===== src/rtl/fp_unpack_issue.sv =====
// fp_unpack_issue: operand-pair issue buffer in front of an FP add/sub datapath.
// Buffers packed single-precision operand pairs in a circular buffer and presents
// the head entry already unpacked into sign/exponent/fraction plus a one-hot class.
//
// Ports:
//   clk, reset           rising-edge clock, synchronous active-high reset
//   in_valid, in_ready   producer handshake; in_ready = (count < DEPTH)
//   op_a, op_b, opcode_i packed operands and add(0)/sub(1) opcode to enqueue
//   out_valid, out_ready datapath handshake; out_valid = (count != 0)
//   sign*, exp*, sig*    unpacked fields of the head operands (zero when empty)
//   opcode, tag          head opcode and push-order sequence tag
//   class1, class2       one-hot {snan, qnan, inf, denorm, zero}; zero means normal
//   count                number of occupied entries
module fp_unpack_issue #(
    parameter int unsigned DEPTH = 4
) (
    input  logic                    clk,
    input  logic                    reset,
    input  logic                    in_valid,
    output logic                    in_ready,
    input  logic [31:0]             op_a,
    input  logic [31:0]             op_b,
    input  logic                    opcode_i,
    output logic                    out_valid,
    input  logic                    out_ready,
    output logic                    sign1,
    output logic                    sign2,
    output logic [7:0]              exp1,
    output logic [7:0]              exp2,
    output logic [22:0]             sig1,
    output logic [22:0]             sig2,
    output logic                    opcode,
    output logic [4:0]              class1,
    output logic [4:0]              class2,
    output logic [3:0]              tag,
    output logic [$clog2(DEPTH):0]  count
);

    localparam int unsigned PtrW = $clog2(DEPTH);
    localparam int unsigned CntW = PtrW + 1;

    typedef logic [PtrW-1:0] ptr_t;

    logic [31:0] mem_a   [DEPTH];
    logic [31:0] mem_b   [DEPTH];
    logic        mem_op  [DEPTH];
    logic [3:0]  mem_tag [DEPTH];

    ptr_t            wr_ptr_q;
    ptr_t            rd_ptr_q;
    logic [CntW-1:0] count_q;
    logic [3:0]      tag_q;

    logic push;
    logic pop;

    function automatic ptr_t ptr_inc(input ptr_t p);
        return (p == ptr_t'(DEPTH - 1)) ? '0 : p + ptr_t'(1);
    endfunction

    function automatic logic [4:0] classify(input logic [7:0] e, input logic [22:0] f);
        logic [4:0] c;
        c = 5'b00000;
        if (e == 8'd0) begin
            c = (f == 23'd0) ? 5'b00001 : 5'b00010;
        end else if (e == 8'hff) begin
            if (f == 23'd0)   c = 5'b00100;
            else if (f[22])   c = 5'b01000;
            else              c = 5'b10000;
        end
        return c;
    endfunction

    assign in_ready  = (count_q < CntW'(DEPTH));
    assign out_valid = (count_q != '0);
    // A pop while full frees a slot only after the edge, so it never enables a push.
    assign push      = in_valid && in_ready;
    assign pop       = out_valid && out_ready;
    assign count     = count_q;

    always_ff @(posedge clk) begin
        if (reset) begin
            wr_ptr_q <= '0;
            rd_ptr_q <= '0;
            count_q  <= '0;
            tag_q    <= '0;
        end else begin
            if (push) begin
                mem_a[wr_ptr_q]   <= op_a;
                mem_b[wr_ptr_q]   <= op_b;
                mem_op[wr_ptr_q]  <= opcode_i;
                mem_tag[wr_ptr_q] <= tag_q;
                wr_ptr_q          <= ptr_inc(wr_ptr_q);
                tag_q             <= tag_q + 4'd1;
            end
            if (pop) begin
                rd_ptr_q <= ptr_inc(rd_ptr_q);
            end
            if (push && !pop) begin
                count_q <= count_q + CntW'(1);
            end else if (pop && !push) begin
                count_q <= count_q - CntW'(1);
            end
        end
    end

    // Head decode reads registered storage only: no combinational in-to-out path.
    always_comb begin
        sign1  = 1'b0;
        sign2  = 1'b0;
        exp1   = '0;
        exp2   = '0;
        sig1   = '0;
        sig2   = '0;
        opcode = 1'b0;
        class1 = '0;
        class2 = '0;
        tag    = '0;
        if (out_valid) begin
            sign1  = mem_a[rd_ptr_q][31];
            exp1   = mem_a[rd_ptr_q][30:23];
            sig1   = mem_a[rd_ptr_q][22:0];
            sign2  = mem_b[rd_ptr_q][31];
            exp2   = mem_b[rd_ptr_q][30:23];
            sig2   = mem_b[rd_ptr_q][22:0];
            opcode = mem_op[rd_ptr_q];
            tag    = mem_tag[rd_ptr_q];
            class1 = classify(mem_a[rd_ptr_q][30:23], mem_a[rd_ptr_q][22:0]);
            class2 = classify(mem_b[rd_ptr_q][30:23], mem_b[rd_ptr_q][22:0]);
        end
    end

endmodule


===== config.mk =====
export PLATFORM = sky130hd
export DESIGN_NAME = fp_unpack_issue
export DESIGN_NICKNAME = d
export VERILOG_FILES = /design/src/rtl/fp_unpack_issue.sv
export SDC_FILE = /design/constraint.sdc
export NUM_CORES = 1
export LEC_CHECK = 0
export CORE_ASPECT_RATIO = 1.75
export CORE_MARGIN = 2
export CORE_UTILIZATION = 29
export DETAILED_ROUTE_END_ITERATION = 7
export PLACE_DENSITY = 0.55
export SYNTH_ARGS = -nofsm -noshare
export SYNTH_HDL_FRONTEND = slang
export SYNTH_SLANG_ARGS = --single-unit

===== constraint.sdc =====
create_clock -name clk -period 3.5 [get_ports clk]
set_input_delay 0.875 -clock clk [delete_from_list [all_inputs] [get_ports clk]]
set_output_delay 0.875 -clock clk [all_outputs]
set_load 0.03 [all_outputs]

---- Word-level counts from Yosys, hierarchy flattened ----
Memories as Yosys holds them, arrays and structs flattened. A register that Yosys moved wholly into a read port is not among the register bits.
Cells that the tools add are included.
word-level totals
  flip-flop bits (word level) ............. 11
  memory bits (writable) .................. 276
  input bits .............................. 69
  memories kept ........................... 4
operators by class
  add/sub/neg operators ................... 5
  $lt $le $gt $ge ......................... 1
  equal/unequal tests ..................... 4
  muxes and demuxes ....................... 35
  reductions and logical operators ........ 12
memories
  memory   words  bits a word  rd ports  clocked after Yosys merged registers in  wr ports  RTL line  source
  mem_a    4      32           1         1                                        1         44        logic [31:0] mem_a [DEPTH];
  mem_b    4      32           1         1                                        1         45        logic [31:0] mem_b [DEPTH];
  mem_tag  4      4            1         1                                        1         47        logic [3:0] mem_tag [DEPTH];
  mem_op   4      1            1         1                                        1         46        logic mem_op [DEPTH];
operator list
  operator                                          count
  2-to-1 mux 5 bit                                  10
  zero test 23 bit                                  2
  2-to-1 mux 23 bit                                 2
  2-to-1 mux 2 bit                                  12
  equality test 8 bit, second input constant        2
  zero test 8 bit                                   2
  2-to-1 mux 8 bit                                  2
  2-to-1 mux 1 bit                                  6
  2-to-1 mux 3 bit                                  2
  adder 2 x 1 -> 2 bit, second input constant       2
  adder 4 x 1 -> 4 bit, second input constant       1
  equality test 2 bit, second input constant        2
  logical AND 1 bit                                 4
  2-to-1 mux 4 bit                                  1
  adder 3 x 1 -> 3 bit, second input constant       1
  < comparator 3 bit, second input constant         1
  nonzero test 3 bit                                1
  subtractor 3 x 1 -> 3 bit, second input constant  1
  zero test 1 bit                                   2
  nonzero test 2 bit                                1

---- Depth between registers and ports, before layout ----
Gate-level depths: netlist (run 1).
  depth in word-level cells ............... 6
  mapped depth ............................ 9
  depth with buffers taken out ............ 9

---- Worst setup path before layout (run 1) ----
OpenSTA, ideal clock, no wires.
  path kind ............................... in2reg
  start point ............................. input port in_valid
  end point ............................... memory mem_a[0][0], enable pin
  setup time .............................. 0.435 ns
  arrival time ............................ 2.789 ns
  path slack .............................. 0.276 ns
  stages on the path ...................... 3
  buffers on the path ..................... 0
  cell sequence ........................... nand2b_1 -> nor2_1 -> and2_1
between the ends
  cells in the longest elaborated chain, start to end .. 4
RTL lines
  item                                    RTL line  source
  from (decl)                             19        input logic in_valid,
  logical AND 1 bit                       77        assign push = in_valid && in_ready;
  2-to-1 mux 1 bit                        88        if (push) begin
  2-to-1 mux 1 bit                        82        if (reset) begin
  2-to-1 mux 1 bit (implied by the code)  89        mem_a[wr_ptr_q] <= op_a;
  to (decl)                               44
Every way passes these cells.

==> results of run 1 <==
[stage by stage]
step / instance area, µm² / hold slack (ns) / TNS [ns]
2_1_floorplan: 11300 / 0.454 / 0
4_1_cts: 15100 / 0.497 / -1.31
3_3_place_gp: 13700 / 0.476 / -0.00845
5_1_grt: 15200 / 0.520 / -2.04
6_report: 15200 / 0.498 / -1.18
3_5_place_dp: 13700 / 0.480 / -0.0419
[power breakdown]
group	switching [µW]	total [µW]	internal (µW)
clock network	1230	2940	1710
registers	75.5	4070	4000
logic	2160	3820	1670
total	3460	10800	7370
[what timing repair did]
action / in CTS / in global routing
hold buffers: 0 / 0
setup buffers: 19 / 4
pin swaps: 17 / 6
gates resized for setup: 97 / 17
cloned: 4 / 0
endpoints found under the setup margin: 28 / 15
[logic make-up after synthesis]
family / Yosys count
XOR/XNOR: 5
multiplexers: 70
buffers and inverters: 32
flip-flops: 289
AND/OR/NAND/NOR: 135
adder cells (fa/ha/maj): 8
AO/OA/AOI/OAI: 11
[Yosys cell counts, types with 3 or more instances]
cell / n / share of area [%]
edfxtp_1: 276 / 74
and2_1: 73 / 4.1
mux4_2: 69 / 14
dfxtp_1: 13 / 2.3
nor4_1: 12 / 0.67
clkbuf_1: 11 / 0.37
nand2_1: 11 / 0.37
nor2_1: 11 / 0.37
nor3_1: 10 / 0.44
a21oi_1: 8 / 0.36
inv_1: 8 / 0.27
buf_2: 7 / 0.31
ha_1: 7 / 0.78
nand3_1: 5 / 0.22
and4_1: 4 / 0.31
buf_4: 4 / 0.27
nand4_1: 4 / 0.22
xor2_1: 4 / 0.31
or3_1: 3 / 0.17
[sequential cells by signal, summed over array words and instances, names as in the netlist, named ones only]
name	cells
count	3
mem_b	128
wr_ptr_q	2
mem_tag	16
mem_op	4
mem_a	128
rd_ptr_q	2
tag_q	4
[placed cells by master (no fill, tap or decap), types with 4 or more instances in the layout]
cell type	n
a21oi_1	6
nor3_1	4
xor2_1	4
dfxtp_1	11
mux4_2	69
and2_1	67
ha_1	7
edfxtp_1	276
nand4_1	4
nor2_1	10
nor3_2	5
dlymetal6s2s_1	8
buf_16	4
nand2_1	10
dlygate4sd2_1	35
and2_4	5
clkinv_1	7
clkbuf_16	27
buf_6	9
buf_12	23
bufinv_16	4
buf_4	39
clkdlybuf4s50_1	90
nor4_4	7
nor4_2	5
inv_1	7
[how the worst max path moves through the flow]
stage	depth (start not counted)	slack [ns]	to
2_1_floorplan	3	0.28	mem_a[0][0]
3_3_place_gp	8	-0.008	class1[0]
3_5_place_dp	8	-0.02	class1[0]
4_1_cts	9	-0.26	class1[2]
5_1_grt	9	-0.33	class1[2]
6_report	9	-0.20	class1[2]
[worst reg2reg max path: stages, from the launching register on]
cell	delay [ns]
dfxtp_1	0.36
nor3_1	0.40
inv_2	0.12
buf_4	0.23
nand2_1	0.16
ha_1	0.21
inv_1	0.06
fa_1	0.37
xor2_1	0.17
or3_1	0.31
a21oi_1	0.14
[layer usage]
layer  vias up  wire (µm)
met1      3068      10200
met4         2        532
li1       2644          -
met5         -         14
met3        31       1060
met2       148      15700
[layout make-up]
cell class              instances  area (µm²)  share of cell area, %
flip-flops and latches        289        8560                   56.4
multi-input cells             229        2820                   18.6
repair buffers                209        2280                   15.0
clock buffers                  30         687                   4.53
well taps                     485         607                   4.00
clock inverters                18         195                   1.29
inverters                       8        30.0                  0.198
==> reports/metrics.csv, run 1 <==
metric,value,unit
outcome,"complete, but fails checks",
violations,negative setup slack,
via_count,5893,
core_area,0.0384,mm²
clk_pin_slew,0.07,ns
relSlewSlack,69.5,%
leakage,0.00509,µW
ir_drop,403,µV
clock_sinks,289,
ff2ff_path_depth,10,
avgSynthCellArea,20.5,µm²
grt_pass1_vias,6309,
finalWorstSetupSlack,-0.205,ns
synth_flop_cell,edfxtp_1,
die_area,0.0405,mm²
path_max_fanout,7,
cellPowerDensity,714,mW/mm²
rsz0062_at_grt,true,
cts_tree,yes,
die_x,153,µm
fmax,270,MHz
cts_buffer_depth,3,
drv_slew,0,
synth_mux_area_share,13.9,%
synth_top_family_by_area,multiplexers,
grt_max_degree,48,
dp_cells,1194,
min-delay-start,rd_ptr_q[1],
n_antenna_cell,0,
area_growth,34.7,%
start_util,29.3,%
setup_viol_count_final,8,
fillers,3482,
wire_per_inst,21.7,µm
worstPathCellList,"buf_6, buf_12, mux4_2, nor4_4, buf_4, nand4_1, nor3_2, buf_4, buf_12",
synth-seq-cells,289,
power,10800,µW
dp_hpwl,18.6,mm
num_rows,95,
r2r_start,count[0],
hold_viol,0,
synth_xor_area_share,0.389,%
instances_no_fill,1268,
synthSimpleGateAreaFrac,6.93,%
grt_pass1_wl,40.5,mm
crit_buf_inv,5,
dp_worst_setup_slack,-0.0217,ns
grt_util_met2,26.4,%
end_kind,primary output,
synthArstFlopShare,0,%
htree_num_levels,1,
netlist_instances,550,
port_buffers,152,
drc_errors,0,
use_met1,15.3,%
final_util,39.5,%
dr.first_iter.drc_count,292,
crit_family,buffers and inverters,
skew,0.00677,ns
die_h,265,µm
reg2reg_slack,0.91,ns
wl,27.6,mm
crit_arrival,2.83,ns
worst_pin_slew,0.457,ns
io_pins,153,
routed_via_density,4.65,
required,2.62,ns
fin_nets,840,
synth_edf_count,276,
track_usage,13.6,%
dr.pass1.iters,4,
reg2reg_to,count[2],
clkLatencyLatePin,0.53,ns
critPathMaxStageDelay,0.55,ns
whs_path_depth,2,
busiest_layer,met2,
numCtsBuffers,26,
drive_above_1_share,28.2,%
critPathKind,reg2out,
maxCapViolCount,0,
place_congestion,0.702,
antenna_left,0,
cp-start-kind,flop,
met3_usage,1.70,%
yosysSeqAreaShare,75.9,%
hp-class,reg2reg,
grt-ovfl-total,0,
period_minus_slack,3.70,ns
synthAdderAreaFrac,0.955,%
fin_crit_sh,106,%
synth_compound_area_share,0.533,%
crit_slowest_cell,mux4_2,
cts_root_buf,clkbuf_16,
syn_nets,627,
antenna_found_initial,2,
netlist_area,0.0113,mm²
yosysUniqueCellTypes,27,
yosys_warnings,0,
Note: power is estimated with default switching activity, not from simulation.
==> inputs of run 2 (changes only) <==
--- a/config.mk
+++ b/config.mk
@@ -9,7 +9,7 @@
 export CORE_MARGIN = 2
 export CORE_UTILIZATION = 29
 export DETAILED_ROUTE_END_ITERATION = 7
-export PLACE_DENSITY = 0.55
+export PLACE_DENSITY = 0.56
 export SYNTH_ARGS = -nofsm -noshare
 export SYNTH_HDL_FRONTEND = slang
 export SYNTH_SLANG_ARGS = --single-unit
==> constraint.sdc (replaced) <==
create_clock -name clk -period 3 [get_ports clk]
set_input_delay 0.75 -clock clk [delete_from_list [all_inputs] [get_ports clk]]
set_output_delay 0.75 -clock clk [all_outputs]
set_load 0.03 [all_outputs]
==> run 2 against run 1 <==
Against the previous run:
- the flow still finishes with violations (negative setup slack)
- clock skew is 0.0085 ns higher
- first-iteration DRC count is 1.0% lower
- die area stayed put
- power is 19% higher
- core utilization is 0.26 points higher
- final cell count is 2.8% higher
- flip-flop and latch count stayed put
- critical path depth stayed put
- setup slack worse by 0.39 ns
- non-clock buffer count is 33 higher
==> reports/metrics.csv, run 2 (synthesis results as in run 1) <==
metric,value,unit,change
whs,0.480,ns,-0.0183 ns
die_x,153,µm,unchanged
grt_pass1_wl,41.0,mm,+1.2%
hp-class,reg2reg,,
worst_pin_slew,0.352,ns,-0.105 ns
outcome,"complete, but fails checks",,
r2r_start,count[1],,
crit_slowest_cell,mux4_2,,
crit_buf_inv,5,,unchanged
hold_buffers,0,,unchanged
wl,27.6,mm,+0.16%
power,12900,µW,+19%
io_pins,153,,unchanged
fillers,3487,,+0.14%
grt_pass1_vias,6485,,+2.8%
port_buffers,152,,unchanged
via_count,5986,,+1.6%
grt-ovfl-total,0,,unchanged
track_usage,13.6,%,-0.018 points
violations,negative setup slack,,
core_area,0.0384,mm²,unchanged
fin_nets,874,,+4.0%
grt_max_degree,49,,+2.1%
drc_errors,0,,unchanged
layout_common_cells,"edfxtp_1, buf_4, clkdlybuf4s50_1",,
wire_per_inst,21.2,µm,-2.5%
crit_family,buffers and inverters,,
hold_viol,0,,unchanged
min-delay-start,rd_ptr_q[1],,
area_growth,35.6,%,
critPathMaxStageDelay,0.57,ns,+0.02 ns
reg_top3,"mem_a: 128 flops, mem_b: 128 flops, mem_tag: 16 flops",,
crit_top_cell,buf_12,,
antenna_left,0,,unchanged
numCtsBuffers,27,,+3.8%
ir_drop,430,µV,+6.6%
path_max_fanout,7,,unchanged
cts_buffer_depth,3,,unchanged
internal_power,8760,µW,+19%
final_common_cell,edfxtp_1,,
cts_tree,yes,,
relSlewSlack,76.3,%,+6.8 points
htree_num_levels,1,,unchanged
crit_arrival,2.85,ns,+0.02 ns
routed_via_density,4.59,,-1.2%
rsz0062_at_grt,true,,
switching_share,32.0,%,+0.069 points
period_minus_slack,3.60,ns,
skew,0.0153,ns,+0.00852 ns
place_congestion,0.710,,+1.2%
drive_above_1_share,40.3,%,+12 points
combPwrFrac,36.5,%,+1.2 points
final_util,39.8,%,+0.26 points
start_util,29.3,%,unchanged
critPathKind,reg2out,,
die_area,0.0405,mm²,unchanged
cts_root_buf,clkbuf_16,,
required,2.25,ns,-0.37 ns
clkLatencyLatePin,0.54,ns,about the same
leakage,0.00515,µW,+1.2%
setup_viol_count_final,34,,+26
p_sw,4130,µW,+19%
seqPwrFrac,37.0,%,-0.6 points
fin_crit_sh,120,%,
num_rows,95,,unchanged
fmax,278,MHz,
end_kind,primary output,,
cellPowerDensity,844,mW/mm²,+18%
maxCapViolCount,0,,unchanged
antenna_found_initial,2,,unchanged
clk_pin_slew,0.06,ns,about the same
dr.first_iter.drc_count,289,,-1.0%
die_h,265,µm,unchanged
setup_tns,-7.09,ns,-5.91 ns
finalWorstSetupSlack,-0.596,ns,-0.392 ns
clock_sinks,289,,unchanged
drv_slew,0,,unchanged
dp_hpwl,19.2,mm,+2.8%
p_clk_share,26.5,%,-0.6 points
worstPathCellList,"buf_12, buf_8, mux4_2, nor4_4, buf_4, nand4_1, buf_6, nor3_4, buf_12",,
dr.pass1.iters,5,,+1
cp-start-kind,flop,,
-- run 2: layer usage --
layer | global-route usage, % | vias up | routed length, µm | share of wire [%]
li1 | - | 2716 | - | -
met1 | 15.4 | 3065 | 10400 | 38
met2 | 25.8 | 172 | 15200 | 55
met3 | 2.26 | 31 | 1410 | 5.1
met4 | 4.23 | 2 | 626 | 2.3
met5 | 0 | - | 16 | 0.058
-- run 2: cell type report --
cell class | instances | area, µm² | area share [%]
sequential | 289 | 8560 | 56.0
antenna | 1 | 2.50 | 0.0164
multi-input combinational | 229 | 2820 | 18.5
tap | 485 | 607 | 3.97
timing repair buffer | 242 | 2370 | 15.5
clock buffer | 32 | 694 | 4.55
clock inverter | 17 | 186 | 1.22
inverter | 8 | 35.0 | 0.229
-- run 2: tightest hold or removal path: stages, from the launching register on --
cell     delay, ns
dfxtp_1       0.32
nand2_1       0.05
a21oi_1       0.07
-- run 2: worst paths after layout --
check	endpoint	slack [ns]	depth (start not counted)
worst max-delay path	class1[2]	-0.60	9
worst min-delay path	flop	0.48	2
worst max register to register	count[2]	0.46	11
worst min register to register	flop	0.48	2
-- run 2: through the flow --
stage | area, µm² | setup WS, ns | cells
after floorplan | 11300 | 0.0658 | 550
after global placement | 14000 | -0.294 | 1227
after detailed placement | 14000 | -0.283 | 1227
after CTS | 15200 | -0.636 | 1294
after global routing | 15300 | -0.730 | 1303
final | 15300 | -0.596 | 1303
-- run 2: power by group through the flow --
stage                     Clock (µW)  Sequential, µW  Combinational (µW)
after global routing            3640            4790                5000
after CTS                       3510            4770                4690
final                           3410            4760                4710
after global placement             0            4840                4490
after floorplan                    0            4830                2440
after detailed placement           0            4850                4490
-- run 2: timing repair --
action | in CTS | in global routing
cloned | 1 | 0
setup buffers | 17 | 11
pin swaps | 7 | 20
setup endpoints to repair | 74 | 57
gates resized for setup | 236 | 55
==> inputs of run 3 (changes only) <==
--- a/config.mk
+++ b/config.mk
@@ -8,8 +8,10 @@
 export CORE_ASPECT_RATIO = 1.75
 export CORE_MARGIN = 2
 export CORE_UTILIZATION = 29
+export CTS_CLUSTER_SIZE = 14
 export DETAILED_ROUTE_END_ITERATION = 7
 export PLACE_DENSITY = 0.56
+export REMOVE_ABC_BUFFERS = 1
 export SYNTH_ARGS = -nofsm -noshare
 export SYNTH_HDL_FRONTEND = slang
 export SYNTH_SLANG_ARGS = --single-unit
==> run 3 against run 2 <==
Against the previous run:
- the run still ends with negative setup slack left
- core utilization is 0.14 points higher
- clock power shrank 11%
- maximum frequency decreased by 1.0%
- wire length is 4.1% lower
==> reports/metrics.csv, run 3 (synthesis results as in run 1) <==
metric,value,unit,change
critPathKind,reg2out,,
dp_cells,1218,,-0.73%
antenna_found_initial,0,,-2
grt_pass1_wl,39.6,mm,-3.5%
power,12700,µW,-1.1%
die_x,153,µm,unchanged
num_rows,95,,unchanged
grt_util_met2,26.5,%,+0.70 points
combPwrFrac,38.9,%,+2.4 points
rsz0062_at_grt,true,,
die_h,265,µm,unchanged
final_common_cell,edfxtp_1,,
regArea,0.00856,mm²,unchanged
via_count,5987,,+0.017%
dr.pass1.iters,4,,-1
wl,26.5,mm,-4.1%
p_sw,4040,µW,-2.0%
seqPwrFrac,37.2,%,+0.2 points
hp-class,reg2reg,,
met3_usage,2.17,%,-0.082 points
cts_root_buf,clkbuf_16,,
cts_buffer_depth,3,,unchanged
wire_per_inst,20.4,µm,-3.8%
worst_pin_slew,0.328,ns,-0.0238 ns
drive_above_1_share,42.0,%,+1.7 points
leakage,0.00516,µW,+0.20%
multi_input_area,0.00286,mm²,+1.2%
hold_viol,0,,unchanged
skew,0.0143,ns,-0.000960 ns
place_congestion,0.730,,+2.8%
fin_crit_sh,121,%,+1.2 points
reg2reg_slack,0.47,ns,about the same
end_kind,primary output,,
die_area,0.0405,mm²,unchanged
violations,negative setup slack,,
ff2ff_path_depth,11,,unchanged
cp-start-kind,flop,,
io_pins,153,,unchanged
setup_tns,-6.27,ns,+0.818 ns
relSlewSlack,78.1,%,+1.8 points
track_usage,13.0,%,-0.57 points
period_minus_slack,3.63,ns,+0.0367 ns
outcome,"complete, but fails checks",,
ir_drop,455,µV,+5.9%
drc_errors,0,,unchanged
p_clk_share,23.9,%,-2.6 points
fillers,3500,,+0.37%
fin_nets,875,,+0.11%
finalWorstSetupSlack,-0.633,ns,-0.0367 ns
port_buffers,152,,unchanged
switching_share,31.7,%,-0.30 points
required,2.25,ns,about the same
n_antenna_cell,0,,-1
path_max_fanout,5,,-2
maxCapViolCount,0,,unchanged
grt_max_degree,46,,-6.1%
routed_via_density,4.61,,+0.32%
dr.first_iter.drc_count,233,,-19%
start_util,29.3,%,unchanged
drv_slew,0,,unchanged
area_growth,36.1,%,
core_area,0.0384,mm²,unchanged
layout_common_cells,"edfxtp_1, clkdlybuf4s50_1, buf_4",,
crit_arrival,2.88,ns,+0.03 ns
clk_pin_slew,0.06,ns,about the same
antenna_left,0,,unchanged
use_met1,13.1,%,-2.2 points
hold_buffers,0,,unchanged
cellPowerDensity,831,mW/mm²,-1.5%
whs_path_depth,2,,unchanged
internal_power,8700,µW,-0.68%
instances_no_fill,1299,,-0.31%
htree_num_levels,1,,unchanged
dp_hpwl,17.0,mm,-11%
clock_sinks,289,,unchanged
cts_tree,yes,,
fmax,275,MHz,-1.0%
busiest_layer,met2,,
setup_viol_count_final,26,,-24%
grt_pass1_vias,6784,,+4.6%
clkLatencyLatePin,0.54,ns,about the same
reg_top3,"mem_a: 128 flops, mem_b: 128 flops, mem_tag: 16 flops",,
grt-ovfl-total,0,,unchanged
numCtsBuffers,27,,unchanged
## run 3: layout make-up
cell class | instances | share of cell area [%]
well taps | 485 | 3.96
clock inverters | 12 | 0.425
clock buffers | 33 | 4.56
inverters | 8 | 0.196
repair buffers | 243 | 16.4
multi-input cells | 229 | 18.6
flip-flops and latches | 289 | 55.8
## run 3: through the flow
step,hold WS [ns],instance area [µm²],setup slack [ns],utilization [%]
finish,0.472,15300,-0.633,39.9
global route,0.521,15300,-0.764,39.9
CTS,0.477,15100,-0.696,39.4
detailed placement,0.467,13900,-0.499,36.2
global placement,0.468,13900,-0.483,36.2
floorplan,0.447,11100,-2.53,-
## run 3: worst paths after layout
path | end | startpoint
min | flop | rd_ptr_q[1]
max reg2reg | count[2] | count[1]
min reg2reg | flop | rd_ptr_q[1]
max | class1[2] | flop
## run 3: worst max-delay path: stages (launching register included)
cell and delay [ns]:
dfxtp_4 0.39, buf_4 0.13, buf_12 0.12, mux4_2 0.54, nor4_4 0.31, buf_4 0.17, nand4_1 0.17, buf_6 0.19
nor3_4 0.19, buf_6 0.15
## run 3: what timing repair did
item | 4_1_cts | 5_1_grt
setup buffers | 25 | 12
endpoints found under the hold margin | 0 | 0
gates resized for setup | 441 | 74
pin swaps | 12 | 11
cloned | 4 | 0
endpoints found under the setup margin | 75 | 65
## run 3: power groups by stage
stage | combinational (µW) | clock [µW] | sequential, µW
finish | 4960 | 3040 | 4740
global route | 5280 | 3290 | 4760
global placement | 4330 | 0 | 4820
detailed placement | 4330 | 0 | 4830
CTS | 4850 | 3160 | 4750
floorplan | 2230 | 0 | 5020
## run 3: metal layers
metal | wire length [µm] | up-vias
met5 | 0 | -
met4 | 541 | 0
met3 | 1140 | 34
met2 | 15500 | 146
met1 | 9310 | 3094
li1 | - | 2713
